===== src/rtl/serial_deserializer.sv =====
// Serial-to-parallel receive stage: frames an MSB-first bit stream into NBIT-bit
// words on a start marker and holds each word in a single-entry valid/ready register.
module serial_deserializer #(
    parameter int NBIT = 8
) (
    input  logic            i_clk,
    input  logic            i_rst,
    input  logic            i_s_data,
    input  logic            i_s_valid,
    input  logic            i_s_start,
    output logic [NBIT-1:0] o_q,
    output logic            o_q_valid,
    input  logic            i_q_ready,
    output logic            o_busy,
    output logic            o_ovf,
    output logic            o_frm_err,
    input  logic            i_clr
);

    localparam int CW = $clog2(NBIT);

    typedef enum logic {
        IDLE  = 1'b0,
        SHIFT = 1'b1
    } state_e;

    state_e          state_q, state_d;
    logic [CW-1:0]   cnt_q, cnt_d;
    logic [NBIT-1:0] shreg_q, shreg_d;
    logic [NBIT-1:0] q_q, q_d;
    logic            q_valid_q, q_valid_d;
    logic            ovf_q, ovf_d;
    logic            frm_err_q, frm_err_d;

    logic [NBIT-1:0] word;
    logic            complete;
    logic            frm_set;
    logic            ovf_set;

    assign word = {shreg_q[NBIT-2:0], i_s_data};

    always_comb begin
        state_d   = state_q;
        cnt_d     = cnt_q;
        shreg_d   = shreg_q;
        q_d       = q_q;
        q_valid_d = q_valid_q;
        complete  = 1'b0;
        frm_set   = 1'b0;
        ovf_set   = 1'b0;

        if (i_s_valid) begin
            shreg_d = word;
            unique case (state_q)
                IDLE: begin
                    if (i_s_start) begin
                        state_d = SHIFT;
                        cnt_d   = CW'(1);
                    end
                end
                SHIFT: begin
                    if (i_s_start) begin
                        frm_set = 1'b1;
                        cnt_d   = CW'(1);
                    end else if (cnt_q == CW'(NBIT - 1)) begin
                        complete = 1'b1;
                        state_d  = IDLE;
                        cnt_d    = '0;
                    end else begin
                        cnt_d = cnt_q + CW'(1);
                    end
                end
                default: ;
            endcase
        end

        // A drain in the same cycle frees the register for the completing word.
        if (complete) begin
            if (!q_valid_q || i_q_ready) begin
                q_d       = word;
                q_valid_d = 1'b1;
            end else begin
                ovf_set = 1'b1;
            end
        end else if (q_valid_q && i_q_ready) begin
            q_valid_d = 1'b0;
        end

        ovf_d     = (ovf_q && !i_clr) || ovf_set;
        frm_err_d = (frm_err_q && !i_clr) || frm_set;
    end

    always_ff @(posedge i_clk) begin
        if (i_rst) begin
            state_q   <= IDLE;
            cnt_q     <= '0;
            shreg_q   <= '0;
            q_q       <= '0;
            q_valid_q <= 1'b0;
            ovf_q     <= 1'b0;
            frm_err_q <= 1'b0;
        end else begin
            state_q   <= state_d;
            cnt_q     <= cnt_d;
            shreg_q   <= shreg_d;
            q_q       <= q_d;
            q_valid_q <= q_valid_d;
            ovf_q     <= ovf_d;
            frm_err_q <= frm_err_d;
        end
    end

    assign o_q       = q_q;
    assign o_q_valid = q_valid_q;
    assign o_busy    = (state_q == SHIFT);
    assign o_ovf     = ovf_q;
    assign o_frm_err = frm_err_q;

endmodule


===== config.mk =====
export PLATFORM = sky130hd
export DESIGN_NAME = serial_deserializer
export DESIGN_NICKNAME = d
export VERILOG_FILES = /design/src/rtl/serial_deserializer.sv
export SDC_FILE = /design/constraint.sdc
export NUM_CORES = 1
export LEC_CHECK = 0
export CORE_ASPECT_RATIO = 0.75
export CORE_MARGIN = 2
export CORE_UTILIZATION = 50
export CTS_BUF_LIST = sky130_fd_sc_hd__clkbuf_8
export CTS_CLUSTER_DIAMETER = 80
export DETAILED_ROUTE_END_ITERATION = 16
export DONT_BUFFER_PORTS = 1
export SKIP_LAST_GASP = 1
export SYNTH_ARGS = -nofsm -noshare
export SYNTH_HDL_FRONTEND = slang
export SYNTH_SLANG_ARGS = --single-unit

===== constraint.sdc =====
create_clock -name i_clk -period 2.9 [get_ports i_clk]
set_input_delay 0.29 -clock i_clk [delete_from_list [all_inputs] [get_ports i_clk]]
set_output_delay 0.29 -clock i_clk [all_outputs]
set_load 0.005 [all_outputs]

==> impl_metrics.csv, run 1 <==
group,metric,value,unit
clock_tree,insertion_delay,0.26,ns
synthesis,seq_area_frac_synth,0.480,
synthesis,yosysWarnings,0,
timing,timing_worst_slew_pin_value,0.526,ns
placed_design,port-buffer-count,0,
clock_tree,ctsResizeCount,0,
synthesis,post_synth_num_cell_types,20,
placed_design,dpl.cell_count,108,
floorplan,floorplan.die_area,2200,µm²
timing,setup_viol,0,
worst_setup_path,setup.worst_path.end_class,"flop",
floorplan,placement_rows,13,
global_route,grt_first_pass_wirelength,2270,µm
timing,fin_tns_setup,0,ns
clock_tree,post-cts-setup-buffer-count,0,
clock_tree,tritoncts_num_sinks,22,
global_route,grt_overall_usage,0.155,
power_and_ir_drop,power.net_switching,101,µW
drt,detail_route.wirelength,1440,µm
clock_tree,htree_levels,1,
worst_setup_path,critical_path_arrival,1.89,ns
power_and_ir_drop,power.density,556,nW/µm²
timing,whs,0.0864,ns
floorplan,die-height,41.1,µm
power_and_ir_drop,sequentialPowerShare,0.576,
clock_tree,tritoncts,"built",
power_and_ir_drop,power.switching_fraction,0.188,
hold_path,hold_end,"o_q_valid",
layout,num_antenna_cells,0,
power_and_ir_drop,irDropWorstVdd,0.473,mV
timing,finalWorstPathRequiredPeriod,1.70,ns
power_and_ir_drop,cellInternalPower,438,µW
timing,grt_setup_unrepaired,"false",
worst_setup_path,critical_path.reg2reg.endpoint,"o_q[1]",
drt,wl_per_cell,12.8,µm
drt,dr.first_iter.drc_count,5,
floorplan,die_x,53.5,µm
layout,final_net_count,100,
layout,layout.core_utilization,0.562,
floorplan,core_region_area,1720,µm²
timing,finalHoldViolations,0,
global_route,antenna_violations_before_repair,0,
synthesis,synth_area_per_cell,10.1,µm²
drt,vias_per_cell,5.11,
timing,timing.slew.headroom,0.647,
layout,final-instance-count-excl-fill,112,
global_route,first_global_vias,490,
drt,route.antenna.remaining_nets,0,
global_route,globalRouteOverflowTotal,0,
worst_setup_path,rr_worst_depth,5,
clock_tree,clock_path_buffers,2,
timing,maximum_clock_skew_at_final_layout,0.00467,ns
worst_setup_path,crit-reg2reg-launch,"cnt_q[0]",
hold_path,hold_path_startpoint,"i_rst",
timing,final_max_tran_viols,0,
floorplan,initial_utilization,0.533,
drt,detail_route.drc_violations,0,
global_route,grt_start_max_net_pins,31,
clock_tree,ctsHoldBuffers,0,
layout,synthToLayoutAreaGrowth,5.59,%
job,cap_viol_max_count,0,
worst_setup_path,worst-endpoint-required,3.09,ns
synthesis,synth.net_count,100,
timing,max_freq,589,MHz
clock_tree,clkTransAtPathRegs,0.07,ns
timing,layout_worst_path_cycle_share,0.585,
worst_setup_path,cp_max_fo,8,
drt,detailed_route_via_count,572,
floorplan,io_pins,19,
hold_path,worstHoldPathCells,1,
power_and_ir_drop,total_leakage_power,0.000370,µW
power_and_ir_drop,total_power,539,µW
clock_tree,root_buffer,"clkbuf_8",
hold_path,hold_path.class,"primary input to flop",
synthesis,syn_area,918,µm²
worst_setup_path,regToRegSetupSlack,1.20,ns
placed_design,place_hpwl,1010,µm
clock_tree,cts_buffers,3,
synthesis,yosys_register_bits,22,
power_and_ir_drop,comb_power_share,0.029,
layout,drive_gt1_frac,0.0667,
synthesis,gate_count_post_synth,91,
placed_design,routabilityCongestion,0.734,
worst_setup_path,timing.critical_path.from_type,"flop",
drt,firstDrtPassIters,2,
worst_setup_path,critPathKind,"flop to flop",
power_and_ir_drop,pwr-share-clk,0.395,
run_status,run_status,"complete, no violations",
==> worst max-delay path, stage by stage, from the launching register on <==
cell and delay (ns):
dfxtp_1 0.36, ha_1 0.16, ha_1 0.22, nand4b_2 0.16
nor2b_2 0.47, mux2i_1 0.25
==> per-layer routing <==
metal,vias to the layer above,wire length (µm),global-route usage,share of wire
met5,-,0,0,0
met4,0,7,0.0385,0.0049
met3,2,109,0.0803,0.076
met2,13,559,0.216,0.39
met1,256,762,0.208,0.53
li1,301,-,-,-
==> cells by family after synthesis <==
logic type                 after synthesis  share of synthesized area
and+or+nand+nor                         36                      0.221
DFF                                     22                      0.480
muxes                                   15                      0.163
AOI/OAI and AO/OA                        9                     0.0668
buffers and inverters                    7                     0.0422
adders and majority gates                2                     0.0272
==> Yosys cell counts <==
cell type  number  share of area
a21oi_1         2          0.011
inv_1           2         0.0082
o21ai_0         2          0.011
clkbuf_1        2         0.0082
a2bb2oi_1       1         0.0095
mux2i_1        15           0.16
nand4b_2        1          0.016
nor3b_1         1         0.0082
nor2_1         12          0.049
buf_4           1         0.0082
a22oi_1         2          0.016
ha_1            2          0.027
a32oi_1         2          0.019
nor2b_2         1         0.0095
buf_6           1          0.012
dfxtp_1        22           0.48
nand2_1         3          0.012
and3b_1         1         0.0095
nand2b_1       17           0.12
buf_2           1         0.0054
==> flip-flops by register name (all words and copies together) (netlist names) <==
signal,flops
o_q_valid,1
cnt_q,3
o_ovf,1
o_frm_err,1
shreg_q,7
o_q,8
o_busy,1
==> metrics by stage <==
step                cell area, µm²  setup slack (ns)
global route                   970              1.05
floorplan                      918              1.59
detailed placement             915              1.20
global placement               915              1.30
finish                         970              1.20
CTS                            970              1.18
==> power by group through the flow <==
stage | Clock [µW] | Sequential, µW | Combinational (µW)
2_1_floorplan | 0 | 317 | 21.4
3_3_place_gp | 0 | 318 | 15.2
3_5_place_dp | 0 | 318 | 15.6
4_1_cts | 222 | 311 | 15.6
5_1_grt | 234 | 311 | 17.8
6_report | 213 | 311 | 15.4
==> how the worst max path moves through the flow <==
stage          startpoint  slack (ns)     end
6_report         cnt_q[0]        1.20  o_q[1]
5_1_grt          cnt_q[0]        1.05  o_q[1]
4_1_cts          cnt_q[0]        1.18  o_q[1]
3_5_place_dp     cnt_q[0]        1.20  o_q[1]
3_3_place_gp     cnt_q[0]        1.30  o_q[2]
2_1_floorplan    cnt_q[0]        1.59  o_q[0]
==> area by class of cell <==
cell class | instances | area, µm²
Clock buffer | 4 | 55.1
Multi-Input combinational cell | 62 | 439
Tap cell | 22 | 27.5
Sequential cell | 22 | 440
Fill cell | 164 | 754
Inverter | 2 | 7.51
==> layout by cell type, fill, tap and decap left out <==
cell | synthesis | routed
a21oi_1 | 2 | 2
dfxtp_1 | 22 | 22
a2bb2oi_1 | 1 | 1
nand4b_2 | 1 | 1
a22oi_1 | 2 | 2
clkbuf_8 | 0 | 4
nand2b_1 | 17 | 17
nor3b_1 | 1 | 1
nand2_1 | 3 | 3
a32oi_1 | 2 | 2
o21ai_0 | 2 | 2
ha_1 | 2 | 2
inv_1 | 2 | 2
nor2_1 | 12 | 12
mux2i_1 | 15 | 15
and3b_1 | 1 | 1
nor2b_2 | 1 | 1
(Power assumes the default switching activity.)
==> inputs of run 2 (changes only) <==
==> constraint.sdc (replaced) <==
create_clock -name i_clk -period 1.7 [get_ports i_clk]
set_input_delay 0.17 -clock i_clk [delete_from_list [all_inputs] [get_ports i_clk]]
set_output_delay 0.17 -clock i_clk [all_outputs]
set_load 0.005 [all_outputs]
==> run 2 against run 1 <==
  * Power up 62%
  * Wire length up 6.3%
  * Design area up 0.39%
  * Register-to-register slack worse by 1.0 ns
  * Non-clock buffer count up 2
  * Combinational power up 110%
  * Worst setup slack worse by 1.0 ns
  * Largest power group unchanged
==> impl_metrics.csv, run 2 (synthesis gave the netlist of run 1 again) <==
group,metric,value,unit
run_status,run_status,"complete, no violations",
worst_setup_path,critical-path-slowest-cell,"dfxtp_1",
timing,finalHoldViolations,0,
clock_tree,root_buffer,"clkbuf_8",
timing,maximum_clock_skew_at_final_layout,0.00530,ns
layout,largest_register_ff_count,8,
hold_path,hold_end,"o_q[0]",
drt,detail_route.drc_violations,0,
timing,timing.final.ws_setup,0.201,ns
worst_setup_path,worst-endpoint-required,1.89,ns
layout,drive_gt1_frac,0.0659,
hold_path,hold_path.class,"primary input to flop",
timing,timing.slew.headroom,0.657,
timing,whs,0.0579,ns
worst_setup_path,regToRegSetupSlack,0.20,ns
layout,synthToLayoutAreaGrowth,5.99,%
placed_design,port-buffer-count,0,
worst_setup_path,critical_path_arrival,1.69,ns
worst_setup_path,critical_path.startpoint,"cnt_q[0]",
drt,vias_per_cell,5.12,
power_and_ir_drop,total_leakage_power,0.000372,µW
worst_setup_path,setup.worst_path.end_class,"flop",
hold_path,worstHoldPathCells,2,
clock_tree,post-cts-setup-buffer-count,0,
drt,detailed_route_via_count,578,
worst_setup_path,critPathKind,"flop to flop",
clock_tree,tritoncts,"built",
floorplan,floorplan.die_area,2200,µm²
floorplan,die_x,53.5,µm
drt,wl_per_cell,13.5,µm
worst_setup_path,worstPathCellList,"ha_1 > ha_1 > nand4b_2 > nor2b_2 > buf_4 > mux2i_1",
placed_design,routabilityCongestion,0.771,
power_and_ir_drop,total_power,873,µW
timing,setup_viol,0,
global_route,globalRouteOverflowTotal,0,
clock_tree,htree_levels,1,
layout,num_antenna_cells,0,
job,cap_viol_max_count,0,
clock_tree,ctsResizeCount,0,
layout,layout_common_cells,"dfxtp_1, nand2b_1, mux2i_1",
drt,firstDrtPassIters,2,
worst_setup_path,crit-reg2reg-launch,"cnt_q[0]",
placed_design,dpl.cell_count,109,
clock_tree,clock_path_buffers,2,
timing,layout_worst_path_cycle_share,0.882,
power_and_ir_drop,irDropWorstVdd,0.677,mV
drt,route.antenna.remaining_nets,0,
floorplan,placement_rows,13,
clock_tree,cts_buffers,3,
floorplan,initial_utilization,0.533,
global_route,first_global_vias,525,
drt,detail_route.wirelength,1530,µm
layout,multiInputGateArea,439,µm²
worst_setup_path,crit_path_largest_cell_delay,0.36,ns
clock_tree,tritoncts_num_sinks,22,
timing,max_freq,667,MHz
timing,grt_setup_unrepaired,"false",
floorplan,io_pins,19,
floorplan,die-height,41.1,µm
layout,layout.filler_cells,168,
worst_setup_path,timing.critical_path.mode_cell,"ha_1",
layout,final-instance-count-excl-fill,113,
timing,timing_worst_slew_pin_value,0.512,ns
floorplan,core_region_area,1720,µm²
drt,dr.first_iter.drc_count,4,
global_route,grt_start_max_net_pins,18,
layout,layout.cells.most_common,"dfxtp_1",
timing,fin_tns_setup,0,ns
global_route,grt_first_pass_wirelength,2450,µm
clock_tree,ctsHoldBuffers,1,
timing,final_max_tran_viols,0,
global_route,antenna_violations_before_repair,0,
layout,final_net_count,102,
worst_setup_path,cp_max_fo,8,
worst_setup_path,timing.critical_path.from_type,"flop",
clock_tree,clkTransAtPathRegs,0.07,ns
placed_design,dpl_worst_slack,0.199,ns
hold_path,hold_path_startpoint,"i_s_data",
power_and_ir_drop,power.density,897,nW/µm²
timing,finalWorstPathRequiredPeriod,1.50,ns
worst_setup_path,critical_path.reg2reg.endpoint,"o_q[1]",
layout,area.sequential,440,µm²
global_route,grt_overall_usage,0.172,
worst_setup_path,rr_worst_depth,6,
clock_tree,insertion_delay,0.26,ns
## run 2: cell types whose count changed in the layout (fill, tap and decap cells not counted)
cell / previous run / this run
clkbuf_8: 4 / 3
dlygate4sd3_1: 0 / 1
buf_4: 0 / 1
## run 2: worst max path at each step
stage	end	slack, ns	depth (start not counted)
floorplan	o_q[0]	0.39	6
global placement	o_q[2]	0.30	6
detailed placement	o_q[1]	0.20	6
CTS	o_q[1]	0.19	6
global route	o_q[2]	0.06	6
finish	o_q[1]	0.20	6
## run 2: cell type report
| cell class | count | area share |
|---|---|---|
| Timing Repair Buffer | 2 | 0.0180 |
| Multi-Input combinational cell | 62 | 0.451 |
| Inverter | 2 | 0.00771 |
| Sequential cell | 22 | 0.452 |
| Clock buffer | 3 | 0.0424 |
| Tap cell | 22 | 0.0283 |
## run 2: where the power goes
group          switching (µW)  internal [µW]  total (µW)
clock                     152            158         309
sequential               8.36            522         531
combinational            12.9           20.2        33.1
## run 2: layer usage
metal / GRT usage / part of all wire / up-vias
met1: 0.218 / 0.50 / 259
met3: 0.0766 / 0.060 / 2
met5: 0 / 0 / -
met2: 0.253 / 0.43 / 14
met4: 0.0769 / 0.0085 / 0
li1: - / - / 303
## run 2: per-stage QoR
stage,area [µm²],util
6_report,973,0.565
5_1_grt,973,0.565
4_1_cts,973,0.565
3_5_place_dp,922,0.535
3_3_place_gp,922,0.535
2_1_floorplan,918,-
## run 2: critical path: cells and delay by family, from the launching register on
kind | cells | cell delay, ns
buffers and inverters | 1 | 0.19
and+or+nand+nor | 2 | 0.28
DFF | 1 | 0.36
adders and majority gates | 2 | 0.39
muxes | 1 | 0.20
